--- config.mk ---
export PLATFORM = sky130hd
export DESIGN_NAME = spi_flash_reader
export DESIGN_NICKNAME = d
export VERILOG_FILES = /design/src/rtl/spi_flash_pkg.sv /design/src/rtl/spi_shift_engine.sv /design/src/rtl/spi_flash_reader.sv
export SDC_FILE = /design/constraint.sdc
export NUM_CORES = 1
export LEC_CHECK = 0
export CAP_MARGIN = 25
export CORE_MARGIN = 3
export CORE_UTILIZATION = 30
export DETAILED_ROUTE_END_ITERATION = 8
export PLACE_DENSITY_LB_ADDON = 0.08
export SLEW_MARGIN = 15
export SYNTH_ARGS = -nofsm -noshare
export SYNTH_HDL_FRONTEND = slang
export SYNTH_SLANG_ARGS = --single-unit
--- constraint.sdc ---
create_clock -name wb_clk_i -period 5.83 [get_ports wb_clk_i]
set_input_delay 0.583 -clock wb_clk_i [delete_from_list [all_inputs] [get_ports wb_clk_i]]
set_output_delay 0.583 -clock wb_clk_i [all_outputs]
set_load 0.005 [all_outputs]
--- src/rtl/spi_flash_pkg.sv ---
// Shared constants, FSM state encoding and byte-order helper for the SPI flash reader.
package spi_flash_pkg;

  localparam logic [7:0] CMD_READ = 8'h03;
  localparam logic [7:0] CMD_WAKE = 8'hAB;

  typedef enum logic [2:0] {
    S_WAKE_CMD,
    S_WAKE_WAIT,
    S_IDLE,
    S_CMD,
    S_ADDR,
    S_DATA,
    S_HOLD,
    S_GAP
  } state_e;

  // Flash streams bytes in ascending address order; the first byte becomes the LSB.
  function automatic logic [31:0] bswap32(input logic [31:0] w);
    return {w[7:0], w[15:8], w[23:16], w[31:24]};
  endfunction

endpackage

--- src/rtl/spi_shift_engine.sv ---
// Mode-0 SPI bit engine: SCK divider, bit counter and a 32-bit TX/RX shifter.
// done_o is asserted in the cycle whose closing edge drops SCK after the final bit.
module spi_shift_engine #(
  parameter int CLK_DIV = 2
) (
  input  logic        clk_i,
  input  logic        rst_i,
  input  logic        start_i,
  input  logic [5:0]  len_i,
  input  logic [31:0] tx_i,
  input  logic        freeze_i,
  input  logic        miso_i,
  output logic        sck_o,
  output logic        mosi_o,
  output logic        active_o,
  output logic        done_o,
  output logic [31:0] rx_o
);

  localparam logic [7:0] DIV_MAX = 8'(CLK_DIV - 1);

  logic        active_q, active_d;
  logic        sck_q, sck_d;
  logic [7:0]  div_q, div_d;
  logic [5:0]  cnt_q, cnt_d;
  logic [5:0]  len_q, len_d;
  logic [31:0] tx_q, tx_d;
  logic [31:0] rx_q, rx_d;
  logic        tick;
  logic        last_bit;

  assign tick     = active_q && !freeze_i && (div_q == DIV_MAX);
  assign last_bit = (cnt_q == len_q - 6'd1);
  assign done_o   = tick && sck_q && last_bit;
  assign sck_o    = sck_q;
  assign mosi_o   = tx_q[31];
  assign active_o = active_q;
  assign rx_o     = rx_q;

  always_comb begin
    active_d = active_q;
    sck_d    = sck_q;
    div_d    = div_q;
    cnt_d    = cnt_q;
    len_d    = len_q;
    tx_d     = tx_q;
    rx_d     = rx_q;
    // A start in the same cycle as done chains the next field with no idle SCK period.
    if (start_i) begin
      active_d = 1'b1;
      sck_d    = 1'b0;
      div_d    = '0;
      cnt_d    = '0;
      len_d    = len_i;
      tx_d     = tx_i;
    end else if (active_q && !freeze_i) begin
      if (tick) begin
        div_d = '0;
        sck_d = !sck_q;
        if (!sck_q) begin
          rx_d = {rx_q[30:0], miso_i};
        end else begin
          tx_d  = {tx_q[30:0], 1'b0};
          cnt_d = cnt_q + 6'd1;
          if (last_bit) active_d = 1'b0;
        end
      end else begin
        div_d = div_q + 8'd1;
      end
    end
  end

  always_ff @(posedge clk_i or posedge rst_i) begin
    if (rst_i) begin
      active_q <= 1'b0;
      sck_q    <= 1'b0;
      div_q    <= '0;
      cnt_q    <= '0;
      len_q    <= '0;
      tx_q     <= '0;
      rx_q     <= '0;
    end else begin
      active_q <= active_d;
      sck_q    <= sck_d;
      div_q    <= div_d;
      cnt_q    <= cnt_d;
      len_q    <= len_d;
      tx_q     <= tx_d;
      rx_q     <= rx_d;
    end
  end

endmodule

--- src/rtl/spi_flash_reader.sv ---
// SPI flash burst reader: wakes the flash with 0xAB, then serves READ (0x03) bursts
// as little-endian 32-bit words on a valid/ready stream with a 1-entry output register.
module spi_flash_reader
  import spi_flash_pkg::*;
#(
  parameter int CLK_DIV     = 2,
  parameter int CS_GAP      = 4,
  parameter int WAKE_CYCLES = 64,
  parameter int LEN_W       = 8
) (
  input  logic             wb_clk_i,
  input  logic             wb_rst_i,
  input  logic             req_valid,
  output logic             req_ready,
  input  logic [23:0]      req_addr,
  input  logic [LEN_W-1:0] req_len,
  output logic             rsp_valid,
  input  logic             rsp_ready,
  output logic [31:0]      rsp_data,
  output logic             rsp_last,
  output logic             busy,
  output logic             flash_csb,
  output logic             flash_clk,
  output logic             flash_io0,
  input  logic             flash_io1
);

  localparam logic [15:0]      WAKE_LIMIT = 16'(WAKE_CYCLES);
  localparam logic [15:0]      GAP_LIMIT  = 16'(CS_GAP - 1);
  localparam logic [LEN_W-1:0] LEN_ONE    = {{(LEN_W-1){1'b0}}, 1'b1};

  state_e           state_q, state_d;
  logic             csb_q, csb_d;
  logic [15:0]      cnt_q, cnt_d;
  logic [23:0]      addr_q, addr_d;
  logic [LEN_W-1:0] rem_q, rem_d;
  logic             rsp_valid_q, rsp_valid_d;
  logic [31:0]      rsp_data_q, rsp_data_d;
  logic             rsp_last_q, rsp_last_d;

  logic        eng_start, eng_active, eng_done;
  logic [5:0]  eng_len;
  logic [31:0] eng_tx, eng_rx;
  logic        rsp_free, is_last, take_word;

  spi_shift_engine #(.CLK_DIV(CLK_DIV)) u_engine (
    .clk_i    (wb_clk_i),
    .rst_i    (wb_rst_i),
    .start_i  (eng_start),
    .len_i    (eng_len),
    .tx_i     (eng_tx),
    .freeze_i (state_q == S_HOLD),
    .miso_i   (flash_io1),
    .sck_o    (flash_clk),
    .mosi_o   (flash_io0),
    .active_o (eng_active),
    .done_o   (eng_done),
    .rx_o     (eng_rx)
  );

  assign rsp_free  = !rsp_valid_q || rsp_ready;
  assign is_last   = (rem_q == LEN_ONE);
  assign req_ready = (state_q == S_IDLE);
  assign busy      = (state_q != S_IDLE);
  assign flash_csb = csb_q;
  assign rsp_valid = rsp_valid_q;
  assign rsp_data  = rsp_data_q;
  assign rsp_last  = rsp_last_q;

  always_comb begin
    state_d     = state_q;
    csb_d       = csb_q;
    cnt_d       = cnt_q;
    addr_d      = addr_q;
    rem_d       = rem_q;
    rsp_valid_d = rsp_valid_q;
    rsp_data_d  = rsp_data_q;
    rsp_last_d  = rsp_last_q;
    eng_start   = 1'b0;
    eng_len     = 6'd32;
    eng_tx      = '0;
    take_word   = 1'b0;
    if (rsp_valid_q && rsp_ready) rsp_valid_d = 1'b0;

    unique case (state_q)
      S_WAKE_CMD: begin
        if (!eng_active) begin
          eng_start = 1'b1;
          eng_len   = 6'd8;
          eng_tx    = {CMD_WAKE, 24'h0};
          csb_d     = 1'b0;
        end
        if (eng_done) begin
          csb_d   = 1'b1;
          cnt_d   = '0;
          state_d = S_WAKE_WAIT;
        end
      end
      S_WAKE_WAIT: begin
        if (cnt_q == WAKE_LIMIT) state_d = S_IDLE;
        else                     cnt_d   = cnt_q + 16'd1;
      end
      S_IDLE: begin
        if (req_valid) begin
          addr_d  = req_addr;
          rem_d   = (req_len == '0) ? LEN_ONE : req_len;
          csb_d   = 1'b0;
          state_d = S_CMD;
        end
      end
      S_CMD: begin
        if (!eng_active) begin
          eng_start = 1'b1;
          eng_len   = 6'd8;
          eng_tx    = {CMD_READ, 24'h0};
        end
        if (eng_done) begin
          eng_start = 1'b1;
          eng_len   = 6'd24;
          eng_tx    = {addr_q, 8'h0};
          state_d   = S_ADDR;
        end
      end
      S_ADDR: begin
        if (eng_done) begin
          eng_start = 1'b1;
          state_d   = S_DATA;
        end
      end
      S_DATA: begin
        if (eng_done) begin
          if (rsp_free) take_word = 1'b1;
          else          state_d   = S_HOLD;
        end
      end
      S_HOLD: take_word = rsp_free;
      S_GAP: begin
        if (cnt_q == GAP_LIMIT) state_d = S_IDLE;
        else                    cnt_d   = cnt_q + 16'd1;
      end
      default: state_d = S_WAKE_CMD;
    endcase

    // Word leaves the shifter; either chain the next word or close the transaction.
    if (take_word) begin
      rsp_valid_d = 1'b1;
      rsp_data_d  = bswap32(eng_rx);
      rsp_last_d  = is_last;
      rem_d       = rem_q - LEN_ONE;
      if (is_last) begin
        csb_d   = 1'b1;
        cnt_d   = '0;
        state_d = S_GAP;
      end else begin
        eng_start = 1'b1;
        state_d   = S_DATA;
      end
    end
  end

  always_ff @(posedge wb_clk_i or posedge wb_rst_i) begin
    if (wb_rst_i) begin
      state_q     <= S_WAKE_CMD;
      csb_q       <= 1'b1;
      cnt_q       <= '0;
      addr_q      <= '0;
      rem_q       <= '0;
      rsp_valid_q <= 1'b0;
      rsp_data_q  <= '0;
      rsp_last_q  <= 1'b0;
    end else begin
      state_q     <= state_d;
      csb_q       <= csb_d;
      cnt_q       <= cnt_d;
      addr_q      <= addr_d;
      rem_q       <= rem_d;
      rsp_valid_q <= rsp_valid_d;
      rsp_data_q  <= rsp_data_d;
      rsp_last_q  <= rsp_last_d;
    end
  end

endmodule

==> flow_metrics.tcl <==
set metrics [dict create \
    htree_levels 4 \
    crit_slowest_cell "and3_1" \
    drtIter0Drc 329 \
    tightest_slew_ns 0.912 \
    holdCritPathClass "flip-flop to flip-flop" \
    drive_gt1_share_pct 14.4 \
    met2_usage_pct 22.0 \
    grt.busiest_layer "met2" \
    postCtsHoldBufs 0 \
    antenna_found_initial 1 \
    crit_required_ns 6.19 \
    grt_pass1_wl_um 30800 \
    rsz0062_at_grt "false" \
    switching_share_pct 24.6 \
    muxShareOfSynthArea_pct 5.26 \
    path_clk_slew_ns 0.07 \
    io_buffers 75 \
    final.period_utilization_pct 57.3 \
    ant_nets 0 \
    crit_buf_inv 1 \
    yosysWarnings 0 \
    p_int_w 0.00177 \
    globalplace.congestion 0.823 \
    dp_slack_ns 2.52 \
    seq_area_frac_synth_pct 52.9 \
    status "finished, final reports clean" \
    final_common_cell "nand2_1" \
    overflow 0 \
    setup_viol 0 \
    grt_pass1_vias 5847 \
    ys_ff_latch 161 \
    max_cap_violations 0 \
    use_met1_pct 19.8 \
    synth_cells 749 \
    fin_area_mm2 0.00927 \
    hold_violations 0 \
    areaGrowthSynthToFinish_pct 21.7 \
    clk_latency_ns 0.43 \
    synth_edf_count 0 \
    viasPerCell 4.92 \
    power_frac_comb_pct 2.3 \
    antenna_cells 0 \
    worst_slack_ns 2.49 \
    grt_max_degree 110 \
    worstPathMaxFanout 24 \
    synth_nets 794 \
    grt_util_all_layers_pct 14.2 \
    grtUsageMet3_pct 3.44 \
    synthXorXnorAreaFrac_pct 1.79 \
    max_stage_delay_ns 0.88 \
    async_reset_ff_share_pct 100 \
    postCtsResizedCells 0 \
    worstPathCellList "inv_1, o2111ai_4, nor3b_2, and3_1, a21oi_1, a2bb2oi_2" \
    avgSynthCellArea_um2 10.2 \
    utilization_pct 37.7 \
    clkSinkCount 161 \
    setup.worst_path.end_class "flip-flop" \
    synth_area_mm2 0.00762 \
    fin_setup_tns_ns 0 \
    ys_types 77 \
    max_freq_ghz 0.300 \
    numCtsBuffers 17 \
    vdd_ir_drop_max_mv 0.156 \
    slew_violations 0 \
    fin_nets 860 \
    core_area_mm2 0.0246 \
    most-common-layout-cells "nand2_1, dfrtp_1, clkdlybuf4s50_1" \
    routed_wirelength_um 18200 \
    slew_headroom_pct 39.2 \
    switching_power_w 0.000579 \
    power_density_mw_per_mm2 254 \
    fp.dieH_um 165 \
    root_buffer "clkbuf_16" \
    power_w 0.00235 \
    clkPwrFrac_pct 50.0 \
    yosys.area_share.adder_pct 1.31 \
    synth_top_family_by_area "simple AND/OR/NAND/NOR gates" \
    drc_errors 0 \
    post_cts_buffers 0 \
    hpwl_um 11900 \
    yosys.area_share.simple_pct 21.3 \
    static-leakage-power_nw 4.21 \
    finalClockSkew_ns 0.0144 \
    place_area_mm2 0.00860 \
    die-area_mm2 0.0273 \
    rows 57 \
    cts_tree "built" \
    cp.arrival_ns 3.70 \
    layout_min_cycle_time_ns 3.34 \
    start_kind "flip-flop" \
    die_w_um 165 \
    wl_per_cell_um 15.8 \
    synth_ff_type "dfrtp_1" \
    synth_compound_area_share_pct 13.5 \
    seq_power_share_pct 47.7 \
    io_pins 76 \
    firstDrtPassIters 5 \
    start_util_pct 31.0 \
    cpLargestDelayFamily "simple AND/OR/NAND/NOR gates" \
    crit_type "flip-flop to flip-flop" \
    cts_buffer_depth 2 \
    vias 5672 \
]
==> final timing paths <==
kind                       cells past startpoint       start  slack, ns                 to
hold / removal                                 2   addr_q[5]       0.48          addr_q[5]
hold reg to reg                                2   addr_q[5]       0.48          addr_q[5]
min in group asynchronous                      2    wb_rst_i       0.54         addr_q[16]
setup / recovery                               6  state_q[2]       2.49  u_engine.tx_q[25]
setup reg to reg                               6  state_q[2]       2.49  u_engine.tx_q[25]
max in group asynchronous                      4    wb_rst_i       3.86  u_engine.tx_q[27]
==> power groups by stage <==
stage	sequential, W	clock [W]	combinational (W)
after floorplan	0.00114	0	0.0000192
after global placement	0.00114	0	0.0000546
after detailed placement	0.00114	0	0.0000550
after CTS	0.00112	0.00122	0.0000554
after global routing	0.00112	0.00127	0.0000619
final	0.00112	0.00117	0.0000548
==> flip-flops by register name (all words and copies together), names as in the netlist <==
name	count
u_engine.cnt_q	6
u_engine.active_o	1
rem_q	8
u_engine.len_q	3
rsp_data	32
rsp_last	1
state_q	3
cnt_q	16
u_engine.rx_o	32
rsp_valid	1
u_engine.div_q	8
u_engine.sck_o	1
flash_csb	1
u_engine.tx_q	24
addr_q	24
==> synthesized netlist by cell type, types with 4 or more instances <==
cell	number	area, µm²
nand2_1	222	833
dfrtp_1	160	4000
mux2_2	32	360
nor2_1	23	86.3
o21ai_0	22	110
o21ai_1	21	105
nand3_1	18	90.1
a21oi_1	16	80.1
buf_2	15	75.1
inv_1	15	56.3
nor3_1	15	75.1
a31oi_1	13	81.3
a2bb2oi_2	11	165
nor2_4	10	113
a2bb2oi_1	9	78.8
clkbuf_1	8	30.0
ha_1	8	100
nand2b_1	8	50.1
buf_6	7	78.8
nand4_1	7	43.8
nor4_1	7	43.8
xor2_1	7	61.3
xnor2_1	6	52.6
a211oi_1	5	37.5
and3_1	5	31.3
buf_4	5	37.5
mux2i_1	4	40.0
or3_1	4	25.0
==> cells by family after synthesis <==
group / Yosys count
xor+xnor: 14
flops: 161
buf+inv: 53
fa+ha+maj: 8
simple gates: 342
mux: 36
compound gates: 135
==> routing by layer <==
metal | share of wire, % | vias to the layer above
li1 | - | 2744
met1 | 50 | 2816
met2 | 46 | 101
met3 | 3.5 | 11
met4 | 0.85 | 0
met5 | 0 | -
==> worst reg2reg max path, stage by stage, from the launching register on <==
cell,delay (ns)
dfrtp_1,0.57
inv_1,0.35
o2111ai_4,0.35
nor3b_2,0.76
and3_1,0.88
a21oi_1,0.22
a2bb2oi_2,0.15
==> layout make-up <==
cell class,instances,area (µm²)
clock buffer,17,425
clock inverter,15,215
fill,2462,15300
inverter,16,65.1
multi-input combinational,535,3290
sequential,161,4030
tap,324,405
timing repair buffer,84,838
==> per-stage QoR <==
step	std cells	hold slack, ns
after floorplan	749	0.434
after global placement	1119	0.459
after detailed placement	1119	0.461
after CTS	1151	0.485
after global routing	1152	0.499
final	1152	0.481
No activity file was read; power rests on OpenSTA's default activity.
